--- src/rtl/alu_pkg.sv ---
// alu_pkg: definitions shared by the ALU, the round-robin arbiter and the
// wrapper that shares one ALU between two requesters.
//   - CMD_* : 4-bit ALU command codes; codes above CMD_MAX are illegal.
//   - arb_state_e : states of the sharing FSM (also exposed for debug).
//   - cmd_is_legal() : true for the codes the ALU implements.
package alu_pkg;

  localparam logic [3:0] CMD_AND   = 4'h0;
  localparam logic [3:0] CMD_OR    = 4'h1;
  localparam logic [3:0] CMD_XOR   = 4'h2;
  localparam logic [3:0] CMD_NOT   = 4'h3;
  localparam logic [3:0] CMD_UADD  = 4'h4;
  localparam logic [3:0] CMD_SADD  = 4'h5;
  localparam logic [3:0] CMD_USUB  = 4'h6;
  localparam logic [3:0] CMD_SSUB  = 4'h7;
  localparam logic [3:0] CMD_UMUL  = 4'h8;
  localparam logic [3:0] CMD_SMUL  = 4'h9;
  localparam logic [3:0] CMD_UCMP  = 4'hA;
  localparam logic [3:0] CMD_SCMP  = 4'hB;
  localparam logic [3:0] CMD_SHIFT = 4'hC;
  localparam logic [3:0] CMD_MAX   = 4'hC;

  typedef enum logic [1:0] {
    ARB_IDLE = 2'd0,
    ARB_EXEC = 2'd1,
    ARB_RESP = 2'd2
  } arb_state_e;

  function automatic logic cmd_is_legal(input logic [3:0] cmd);
    return (cmd <= CMD_MAX);
  endfunction

endpackage

--- src/rtl/alu_arbiter_if.sv ---
// alu_arbiter_if: request and response channels of the shared ALU.
//   req_valid[i]/req_ready[i] : requester i handshake; cmd/a/b per requester.
//   rsp_valid/rsp_ready       : response handshake; id/result/overflow/err.
// Handshake rule (both channels): a transfer happens on a rising clock edge
// where valid and ready are both high. Once valid is raised the sender keeps
// valid and its payload stable until that edge. The receiver may raise ready
// at any time; ready may depend combinationally on valid.
interface alu_arbiter_if #(
  parameter int SIZE = 4
);
  localparam int FULL_SIZE = 2 * SIZE;

  logic [1:0]           req_valid;
  logic [1:0]           req_ready;
  logic [3:0]           req_cmd0;
  logic [3:0]           req_cmd1;
  logic [SIZE-1:0]      req_a0;
  logic [SIZE-1:0]      req_a1;
  logic [SIZE-1:0]      req_b0;
  logic [SIZE-1:0]      req_b1;
  logic                 rsp_valid;
  logic                 rsp_ready;
  logic                 rsp_id;
  logic [FULL_SIZE-1:0] rsp_result;
  logic                 rsp_overflow;
  logic                 rsp_err;

  // Requesters plus the downstream response consumer.
  modport master (
    output req_valid, req_cmd0, req_cmd1, req_a0, req_a1, req_b0, req_b1,
    output rsp_ready,
    input  req_ready, rsp_valid, rsp_id, rsp_result, rsp_overflow, rsp_err
  );

  // The arbiter.
  modport slave (
    input  req_valid, req_cmd0, req_cmd1, req_a0, req_a1, req_b0, req_b1,
    input  rsp_ready,
    output req_ready, rsp_valid, rsp_id, rsp_result, rsp_overflow, rsp_err
  );
endinterface

--- src/rtl/alu.sv ---
// alu: combinational ALU, SIZE-bit operands, 2*SIZE-bit result.
//   enable   in  : when low, result and overflow are forced to 0.
//   command  in  : CMD_* code; illegal codes give 0/0.
//   a, b     in  : operands.
//   result   out : full-width result (signed ops are sign-extended).
//   overflow out : result does not fit back into SIZE bits (per operation).
// Compare ops return {gt, eq, lt} in the low three bits.
// Shift returns a << b; overflow flags bits shifted above SIZE.
module alu
  import alu_pkg::*;
#(
  parameter int SIZE = 4
) (
  input  logic              enable,
  input  logic [3:0]        command,
  input  logic [SIZE-1:0]   a,
  input  logic [SIZE-1:0]   b,
  output logic [2*SIZE-1:0] result,
  output logic              overflow
);
  localparam int FULL_SIZE = 2 * SIZE;

  logic [FULL_SIZE-1:0] ua, ub, sa, sb;

  assign ua = {{SIZE{1'b0}}, a};
  assign ub = {{SIZE{1'b0}}, b};
  assign sa = {{SIZE{a[SIZE-1]}}, a};
  assign sb = {{SIZE{b[SIZE-1]}}, b};

  always_comb begin
    result   = '0;
    overflow = 1'b0;
    if (enable) begin
      case (command)
        CMD_AND: result = ua & ub;
        CMD_OR:  result = ua | ub;
        CMD_XOR: result = ua ^ ub;
        CMD_NOT: result = {{SIZE{1'b0}}, ~a};
        CMD_UADD: begin
          result   = ua + ub;
          overflow = result[SIZE];
        end
        CMD_SADD: begin
          result   = sa + sb;
          overflow = (a[SIZE-1] == b[SIZE-1]) && (result[SIZE-1] != a[SIZE-1]);
        end
        CMD_USUB: begin
          result   = ua - ub;
          overflow = (a < b);
        end
        CMD_SSUB: begin
          result   = sa - sb;
          overflow = (a[SIZE-1] != b[SIZE-1]) && (result[SIZE-1] != a[SIZE-1]);
        end
        CMD_UMUL: begin
          result   = ua * ub;
          overflow = |result[FULL_SIZE-1:SIZE];
        end
        CMD_SMUL: begin
          // Low FULL_SIZE bits of the sign-extended product are the exact
          // signed product; it fits SIZE bits only if the top bits agree.
          result   = sa * sb;
          overflow = !((&result[FULL_SIZE-1:SIZE-1]) || !(|result[FULL_SIZE-1:SIZE-1]));
        end
        CMD_UCMP: begin
          result[0] = (a < b);
          result[1] = (a == b);
          result[2] = (a > b);
        end
        CMD_SCMP: begin
          result[0] = ($signed(a) < $signed(b));
          result[1] = (a == b);
          result[2] = ($signed(a) > $signed(b));
        end
        CMD_SHIFT: begin
          result   = ua << b;
          overflow = |result[FULL_SIZE-1:SIZE];
        end
        default: begin
          result   = '0;
          overflow = 1'b0;
        end
      endcase
    end
  end
endmodule

--- src/rtl/alu_arbiter_rr.sv ---
// rr_arbiter2: combinational two-way round-robin grant.
//   req_valid_i  in  : request bit per requester.
//   rr_last_i    in  : requester granted most recently.
//   grant_valid_o out: some request is present.
//   grant_id_o    out: winning requester; on a tie, the one not in rr_last_i.
module rr_arbiter2 (
  input  logic [1:0] req_valid_i,
  input  logic       rr_last_i,
  output logic       grant_valid_o,
  output logic       grant_id_o
);
  always_comb begin
    grant_valid_o = |req_valid_i;
    grant_id_o    = 1'b0;
    case (req_valid_i)
      2'b01:   grant_id_o = 1'b0;
      2'b10:   grant_id_o = 1'b1;
      2'b11:   grant_id_o = ~rr_last_i;
      default: grant_id_o = 1'b0;
    endcase
  end
endmodule

--- src/rtl/alu_arbiter.sv ---
// alu_arbiter: shares one combinational ALU between two requesters.
//   clk, reset    : clock and asynchronous active-high reset.
//   bus (slave)   : request channels in, response channel out.
//   dbg_state_o   : current FSM state.
//   dbg_alu_en_o  : ALU enable (high only in EXEC with a legal command).
// Flow: IDLE grants one request (round-robin on ties) and latches it, EXEC
// runs the ALU for one cycle and registers its outputs, RESP holds the
// response until rsp_ready. One operation per three cycles at best.
module alu_arbiter
  import alu_pkg::*;
#(
  parameter int SIZE = 4
) (
  input  logic        clk,
  input  logic        reset,
  alu_arbiter_if.slave bus,
  output arb_state_e  dbg_state_o,
  output logic        dbg_alu_en_o
);
  localparam int FULL_SIZE = 2 * SIZE;

  arb_state_e           state_q;
  logic                 rr_last_q;
  logic [3:0]           cmd_q;
  logic [SIZE-1:0]      a_q, b_q;
  logic                 id_q;
  logic                 rsp_valid_q;
  logic                 rsp_id_q;
  logic [FULL_SIZE-1:0] rsp_result_q;
  logic                 rsp_overflow_q;
  logic                 rsp_err_q;

  logic                 grant_valid, grant_id, accept;
  logic [1:0]           req_ready;
  logic [3:0]           sel_cmd;
  logic [SIZE-1:0]      sel_a, sel_b;
  logic                 alu_en;
  logic [FULL_SIZE-1:0] alu_result;
  logic                 alu_ovf;

  rr_arbiter2 u_rr (
    .req_valid_i   (bus.req_valid),
    .rr_last_i     (rr_last_q),
    .grant_valid_o (grant_valid),
    .grant_id_o    (grant_id)
  );

  // Requests are only looked at in IDLE; elsewhere requesters must wait.
  assign accept = (state_q == ARB_IDLE) && grant_valid;

  always_comb begin
    req_ready = '0;
    if (accept) req_ready[grant_id] = 1'b1;
  end

  assign sel_cmd = grant_id ? bus.req_cmd1 : bus.req_cmd0;
  assign sel_a   = grant_id ? bus.req_a1   : bus.req_a0;
  assign sel_b   = grant_id ? bus.req_b1   : bus.req_b0;

  // Illegal commands keep the ALU disabled, so its 0/0 outputs become the
  // response payload without any extra muxing.
  assign alu_en = (state_q == ARB_EXEC) && cmd_is_legal(cmd_q);

  alu #(.SIZE(SIZE)) u_alu (
    .enable   (alu_en),
    .command  (cmd_q),
    .a        (a_q),
    .b        (b_q),
    .result   (alu_result),
    .overflow (alu_ovf)
  );

  always_ff @(posedge clk or posedge reset) begin
    if (reset) begin
      state_q        <= ARB_IDLE;
      rr_last_q      <= 1'b1;
      cmd_q          <= '0;
      a_q            <= '0;
      b_q            <= '0;
      id_q           <= 1'b0;
      rsp_valid_q    <= 1'b0;
      rsp_id_q       <= 1'b0;
      rsp_result_q   <= '0;
      rsp_overflow_q <= 1'b0;
      rsp_err_q      <= 1'b0;
    end else begin
      case (state_q)
        ARB_IDLE: begin
          if (accept) begin
            cmd_q     <= sel_cmd;
            a_q       <= sel_a;
            b_q       <= sel_b;
            id_q      <= grant_id;
            rr_last_q <= grant_id;
            state_q   <= ARB_EXEC;
          end
        end
        ARB_EXEC: begin
          rsp_result_q   <= alu_result;
          rsp_overflow_q <= alu_ovf;
          rsp_err_q      <= !cmd_is_legal(cmd_q);
          rsp_id_q       <= id_q;
          rsp_valid_q    <= 1'b1;
          state_q        <= ARB_RESP;
        end
        ARB_RESP: begin
          if (bus.rsp_ready) begin
            rsp_valid_q <= 1'b0;
            state_q     <= ARB_IDLE;
          end
        end
        default: state_q <= ARB_IDLE;
      endcase
    end
  end

  assign bus.req_ready    = req_ready;
  assign bus.rsp_valid    = rsp_valid_q;
  assign bus.rsp_id       = rsp_id_q;
  assign bus.rsp_result   = rsp_result_q;
  assign bus.rsp_overflow = rsp_overflow_q;
  assign bus.rsp_err      = rsp_err_q;
  assign dbg_state_o      = state_q;
  assign dbg_alu_en_o     = alu_en;
endmodule

--- src/flat_wrapper.sv ---
// flat-port wrapper written by rule: the top's interface ports become plain ports
module alu_arbiter_flat import alu_pkg::*;
#(
  parameter int SIZE = 4
)
  (clk, reset, dbg_state_o, dbg_alu_en_o, bus_req_valid, bus_req_cmd0, bus_req_cmd1, bus_req_a0, bus_req_a1, bus_req_b0, bus_req_b1, bus_rsp_ready, bus_req_ready, bus_rsp_valid, bus_rsp_id, bus_rsp_result, bus_rsp_overflow, bus_rsp_err);
  alu_arbiter_if #(.SIZE(SIZE)) bus_i ();
  input  logic clk;
  input  logic reset;
  output arb_state_e dbg_state_o;
  output logic dbg_alu_en_o;
  input wire logic [$bits(bus_i.req_valid)-1:0] bus_req_valid;
  input wire logic [$bits(bus_i.req_cmd0)-1:0] bus_req_cmd0;
  input wire logic [$bits(bus_i.req_cmd1)-1:0] bus_req_cmd1;
  input wire logic [$bits(bus_i.req_a0)-1:0] bus_req_a0;
  input wire logic [$bits(bus_i.req_a1)-1:0] bus_req_a1;
  input wire logic [$bits(bus_i.req_b0)-1:0] bus_req_b0;
  input wire logic [$bits(bus_i.req_b1)-1:0] bus_req_b1;
  input wire logic [$bits(bus_i.rsp_ready)-1:0] bus_rsp_ready;
  output wire logic [$bits(bus_i.req_ready)-1:0] bus_req_ready;
  output wire logic [$bits(bus_i.rsp_valid)-1:0] bus_rsp_valid;
  output wire logic [$bits(bus_i.rsp_id)-1:0] bus_rsp_id;
  output wire logic [$bits(bus_i.rsp_result)-1:0] bus_rsp_result;
  output wire logic [$bits(bus_i.rsp_overflow)-1:0] bus_rsp_overflow;
  output wire logic [$bits(bus_i.rsp_err)-1:0] bus_rsp_err;
  assign bus_i.req_valid = bus_req_valid;
  assign bus_i.req_cmd0 = bus_req_cmd0;
  assign bus_i.req_cmd1 = bus_req_cmd1;
  assign bus_i.req_a0 = bus_req_a0;
  assign bus_i.req_a1 = bus_req_a1;
  assign bus_i.req_b0 = bus_req_b0;
  assign bus_i.req_b1 = bus_req_b1;
  assign bus_i.rsp_ready = bus_rsp_ready;
  assign bus_req_ready = bus_i.req_ready;
  assign bus_rsp_valid = bus_i.rsp_valid;
  assign bus_rsp_id = bus_i.rsp_id;
  assign bus_rsp_result = bus_i.rsp_result;
  assign bus_rsp_overflow = bus_i.rsp_overflow;
  assign bus_rsp_err = bus_i.rsp_err;
  alu_arbiter #(.SIZE(SIZE)) u_core (.clk(clk), .reset(reset), .bus(bus_i), .dbg_state_o(dbg_state_o), .dbg_alu_en_o(dbg_alu_en_o));
endmodule
--- config.mk ---
export PLATFORM = sky130hd
export DESIGN_NAME = alu_arbiter_flat
export DESIGN_NICKNAME = d
export VERILOG_FILES = /design/src/rtl/alu_pkg.sv /design/src/rtl/alu_arbiter_if.sv /design/src/rtl/alu.sv /design/src/rtl/alu_arbiter_rr.sv /design/src/rtl/alu_arbiter.sv /design/src/flat_wrapper.sv
export SDC_FILE = /design/constraint.sdc
export NUM_CORES = 1
export LEC_CHECK = 0
export CORE_MARGIN = 8
export CORE_UTILIZATION = 61
export DETAILED_ROUTE_END_ITERATION = 12
export PLACE_DENSITY_LB_ADDON = 0.08
export SLEW_MARGIN = 20
export SYNTH_ARGS = -nofsm -noshare
export SYNTH_HDL_FRONTEND = slang
export SYNTH_HIERARCHICAL = 1
export SYNTH_SLANG_ARGS = --single-unit
--- constraint.sdc ---
create_clock -name clk -period 9.1 [get_ports clk]
set_input_delay 1.82 -clock clk [delete_from_list [all_inputs] [get_ports clk]]
set_output_delay 1.82 -clock clk [all_outputs]
set_load 0.05 [all_outputs]
==> run metrics, run 1 <==
status finished clean; Mapped Area 0.00345 mm2; Period Utilization, post-route 65.6%; Avg Inst Size Synth 9.40 um2; CP endpoint kind output port; antenna-violating nets left 0; endpoints failing setup 0; IO Port Bufs 45; Buf/Inv on CP 2; commonest cells after routing, fill and taps aside clkdlybuf4s50_1, mux2_2, inv_1; ANT cells 0; H-tree lvl count 1; DRC 0; cell family with most CP delay buffers and inverters; Die Height 91.2 um; number of fill cells 456; Clock Latency Late Sink 270 ps; placed instance area 0.00388 mm2; Die Width 91.2 um; DIE AREA ~0.0083 mm2; Rows 27; post-synthesis instance total 367; WS Path Type primary input to output port; Main synth FF type dfrtp_1; GRT Util Overall 21.0%; Post-synth EDFFs 0; largest net degree at the start of global routing 37; vias in the first global route 3001; maximum clock rate 168 MHz; max-capacitance violation count 0; Remaining Overflow, GRT 0; Slew Limit Headroom 34.3%; R2R setup slack around 4200 ps; cts hold-fix bufs 0; Ports 46; Data arrival, critical path 4150 ps; most common cell after layout, fill and taps aside clkdlybuf4s50_1; antenna violations before repair 0; Final Hold Vio Count 0; asr flop ratio synth 100%; area share of the largest cell type after synthesis 19.6%; drt first-iter violations 231; clock sink count 28; cell taking the most area after synthesis dfrtp_1; first-pass GRT wire length 14500 um; gpl congestion between 0.9 and 1; HP Class flip-flop to flip-flop; Num CTS Buffers 3; fraction of layout cells with a size suffix above 1 17.0%; Net Count, Synth 446; Post-Route WL 8570 um; #FFs+latches synth 28; Slew @ Worst Pin just under 1000 ps; via count 2874; Area growth, synth to finish 14.5%; CTS clk-pin slew, worst paths around 90 ps; core footprint 0.00547 mm2; First-pass DRT Iterations 7; YS warnings 6; Non-Filler Instances between 400 and 500; Via-to-Cell Ratio 6.08; nets 481; Worst EP required 7280 ps; crit path time final 5970 ps; Seq/Total Area, Yosys about a fifth; Max Clock Skew 3.98 ps; Initial Utilization 63.1%; post-detail-place hpwl 6750 um; ranking of synthesized cells by area dfrtp_1, mux2_2, ha_1; CTS tree yes; placed insts roughly 470; post-route cell area 0.00395 mm2; post-CTS sizing 0; slowest cell on the critical path clkdlybuf4s50_1; CP peak stage delay 800 ps; Root Driver clkbuf_8; Multi-input gate area 0.00247 mm2; final core occ between 70% and 80%; wire per inst 18.1 um; synth unique cells 73; worst path cell trace clkdlybuf4s50_1 > or2_1 > nor3b_4 > and2_2 > clkdlybuf4s50_1; Reg area 702 um2; Crit Path Max Fanout 17; Startpoint Class primary input; most used cell, CP clkdlybuf4s50_1; setup TNS 0 ps; postcts setup bufs 0; unrepaired setup endpoints after global routing no; max-slew violations 0; CTS Buffer Depth 2
[cell families after synthesis]
logic type               Yosys count  synth area share, %
adder cells (fa/ha/maj)           50                 21.4
AO/OA/AOI/OAI                     82                 16.3
buffers and inverters             57                 8.05
flip-flops                        28                 20.3
XOR/XNOR                          13                 4.17
multiplexers                      47                 15.1
AND/OR/NAND/NOR                   90                 14.6
[state kept, by name, summed over array words and instances (netlist names), 2 cells and up]
signal and cells:
u_core/a_q 4, u_core/b_q 4, u_core/bus.rsp_result 8, u_core/cmd_q 4, u_core/dbg_state_o 2
[per-layer routing]
layer	global-route usage (%)	part of all wire, %
met4	4.37	1.5
met3	3.13	5.1
met1	26.3	43
met5	0	0
met2	37.3	50
[metrics by stage]
stage / hold slack, ps / worst slack [ps]
2_1_floorplan: 475 / 4560
3_3_place_gp: 490 / 3220
3_5_place_dp: 497 / 3160
4_1_cts: 518 / 3160
5_1_grt: 540 / 3030
6_report: 514 / 3130
[Yosys cell counts (5+ instances only)]
cell and number:
fa_1 15, inv_1 37, buf_2 7, nand3_1 5, dfrtp_1 27, mux2_2 40
nand2b_1 6, xnor2_1 6, a21oi_1 22, buf_6 5, mux2i_1 7, o21ai_0 8
nor2_1 27, nand2_1 22, a211oi_1 5, ha_1 35
[area by class of cell]
| type | instances | area share (%) |
|---|---|---|
| flip-flops and latches | 28 | 17.8 |
| multi-input cells | 282 | 62.6 |
| repair buffers | 47 | 11.8 |
| inverters | 40 | 3.80 |
| clock inverters | 1 | 0.760 |
| well taps | 72 | 2.28 |
| clock buffers | 3 | 1.05 |
[final timing paths]
kind	from	endpoint	cells after the start
worst max-delay path	bus_req_valid[0]	bus_req_ready[1]	5
worst min-delay path	u_core/bus.rsp_valid$_DFFE_PP0P_	u_core/bus.rsp_valid$_DFFE_PP0P_	1
worst max register to register	u_core/b_q[2]$_DFFE_PP0P_	u_core/bus.rsp_overflow$_DFFE_PP0P_	16
worst min register to register	u_core/bus.rsp_valid$_DFFE_PP0P_	u_core/bus.rsp_valid$_DFFE_PP0P_	1
max in group asynchronous	reset	u_core/dbg_state_o[0]$_DFFE_PP0P_	2
min in group asynchronous	reset	u_core/dbg_state_o[1]$_DFFE_PP0P_	2
Power of run 1 is left out: the tool's default activity adds up to more than one toggle a clock period on the data nets, which glitch-free logic cannot reach.
==> inputs of run 2 (changes only) <==
--- a/config.mk
+++ b/config.mk
@@ -6,7 +6,7 @@
 export NUM_CORES = 1
 export LEC_CHECK = 0
 export CORE_MARGIN = 8
-export CORE_UTILIZATION = 61
+export CORE_UTILIZATION = 51
 export DETAILED_ROUTE_END_ITERATION = 12
 export PLACE_DENSITY_LB_ADDON = 0.08
 export SLEW_MARGIN = 20
==> constraint.sdc (replaced) <==
create_clock -name clk -period 5.3 [get_ports clk]
set_input_delay 1.06 -clock clk [delete_from_list [all_inputs] [get_ports clk]]
set_output_delay 1.06 -clock clk [all_outputs]
set_load 0.05 [all_outputs]
==> run metrics, run 2 (same netlist as run 1, synthesis figures left out) <==
antenna-violating nets left 0; post-detail-place hpwl 7330 um; Rows 30; Die Height 98.3 um; Initial Utilization 51.6%; largest net degree at the start of global routing 37; H-tree lvl count 1; nets 484; CTS tree yes; endpoints failing setup 0; CTS Buffer Depth 2; DRC 0; CTS clk-pin slew, worst paths about 110 ps; gpl congestion 0.984; Crit Path Max Fanout 9; Num CTS Buffers 3; Post-Route WL 9200 um; Remaining Overflow, GRT 0; number of flip-flops in the largest register 8; Place WS 620 ps; DIE AREA about 0.0097 mm2; GRT Util Overall 19.5%; via count 2820; unrepaired setup endpoints after global routing no; Die Width 98.3 um; ANT cells 0; setup TNS 0 ps; Period Utilization, post-route about 90%; drt first-iter violations 162; antenna violations before repair 0; Ports 46; crit path time final ~4700 ps; Root Driver clkbuf_8; Worst EP required 5480 ps; Max Clock Skew 6.42 ps; final worst setup slack 596 ps; IO Port Bufs 45; WS Path Type flip-flop to flip-flop; max-capacitance violation count 0; Final Hold Vio Count 0; clock sink count 28; Via-to-Cell Ratio approximately 5.8; fraction of layout cells with a size suffix above 1 17.8%; Data arrival, critical path 4880 ps; Startpoint Class flip-flop; status finished clean; Area growth, synth to finish 15.4%; first-pass GRT wire length 15100 um; Slew Limit Headroom 49.4%; commonest cells after routing, fill and taps aside clkdlybuf4s50_1, mux2_2, inv_1; postcts setup bufs 0; Clock Latency Late Sink 280 ps; most common cell after layout, fill and taps aside clkdlybuf4s50_1; First-pass DRT Iterations 4; maximum clock rate 213 MHz; Slew @ Worst Pin 752 ps; max-slew violations 0; vias in the first global route 2971; CP endpoint kind flip-flop; HP Class flip-flop to flip-flop; wire per inst between 15 and 20 um; core footprint ~0.0067 mm2; post-CTS sizing 0; cts hold-fix bufs 0
run 2: cell types whose count changed in the layout (fill, tap and decap cells not counted):
| cell | change |
|---|---|
| buf_4 | +3 |
| clkinv_1 | -1 |
| inv_2 | +1 |
run 2: worst max-delay path, cell delays in order (launching register included):
cell and delay, ps:
dfrtp_1 490, clkinv_1 310, nor2_1 270, fa_1 450, inv_1 90, fa_1 450, fa_1 520, inv_1 50
ha_1 210, fa_1 400, a21o_1 200, a21oi_2 180, xor2_2 190, xnor2_2 140, mux2i_1 230, a311oi_1 120
mux2_2 300
run 2: layer usage:
metal	vias to the layer above	global-route usage [%]	share of wire, %
met5	-	0	0
met4	0	4.13	1.4
met3	10	2.84	3.2
met2	64	33.5	49
met1	1377	25.3	47
li1	1369	-	-
run 2: metrics by stage:
step	cell area [um2]	hold WS (ps)	util, %	std cells
2_1_floorplan	3450	475	-	367
3_3_place_gp	3910	486	58.5	480
4_1_cts	3980	518	59.6	484
3_5_place_dp	3910	496	58.5	480
6_report	3980	515	59.6	484
5_1_grt	3980	539	59.6	484
run 2: layout make-up:
| class | instances | area [um2] |
|---|---|---|
| Sequential cell | 28 | 702 |
| Clock inverter | 1 | 30.0 |
| Tap cell | 80 | 100 |
| Inverter | 40 | 150 |
| Clock buffer | 3 | 41.3 |
| Timing Repair Buffer | 50 | 488 |
| Fill cell | 621 | 2700 |
| Multi-Input combinational cell | 282 | 2470 |
run 2: worst paths after layout:
path                                                 startpoint                                   end  slack, ps  cells past startpoint
max in group asynchronous                                 reset           u_core/cmd_q[2]$_DFFE_PP0P_       3740                      2
min reg2reg                u_core/bus.rsp_result[2]$_DFFE_PP0P_  u_core/bus.rsp_result[2]$_DFFE_PP0P_        520                      1
min                        u_core/bus.rsp_result[2]$_DFFE_PP0P_  u_core/bus.rsp_result[2]$_DFFE_PP0P_        520                      1
max reg2reg                           u_core/b_q[2]$_DFFE_PP0P_   u_core/bus.rsp_overflow$_DFFE_PP0P_        600                     16
max                                   u_core/b_q[2]$_DFFE_PP0P_   u_core/bus.rsp_overflow$_DFFE_PP0P_        600                     16
min in group asynchronous                                 reset         u_core/bus.rsp_id$_DFFE_PP0P_       1150                      2
Power of run 2 is left out for the same reason.
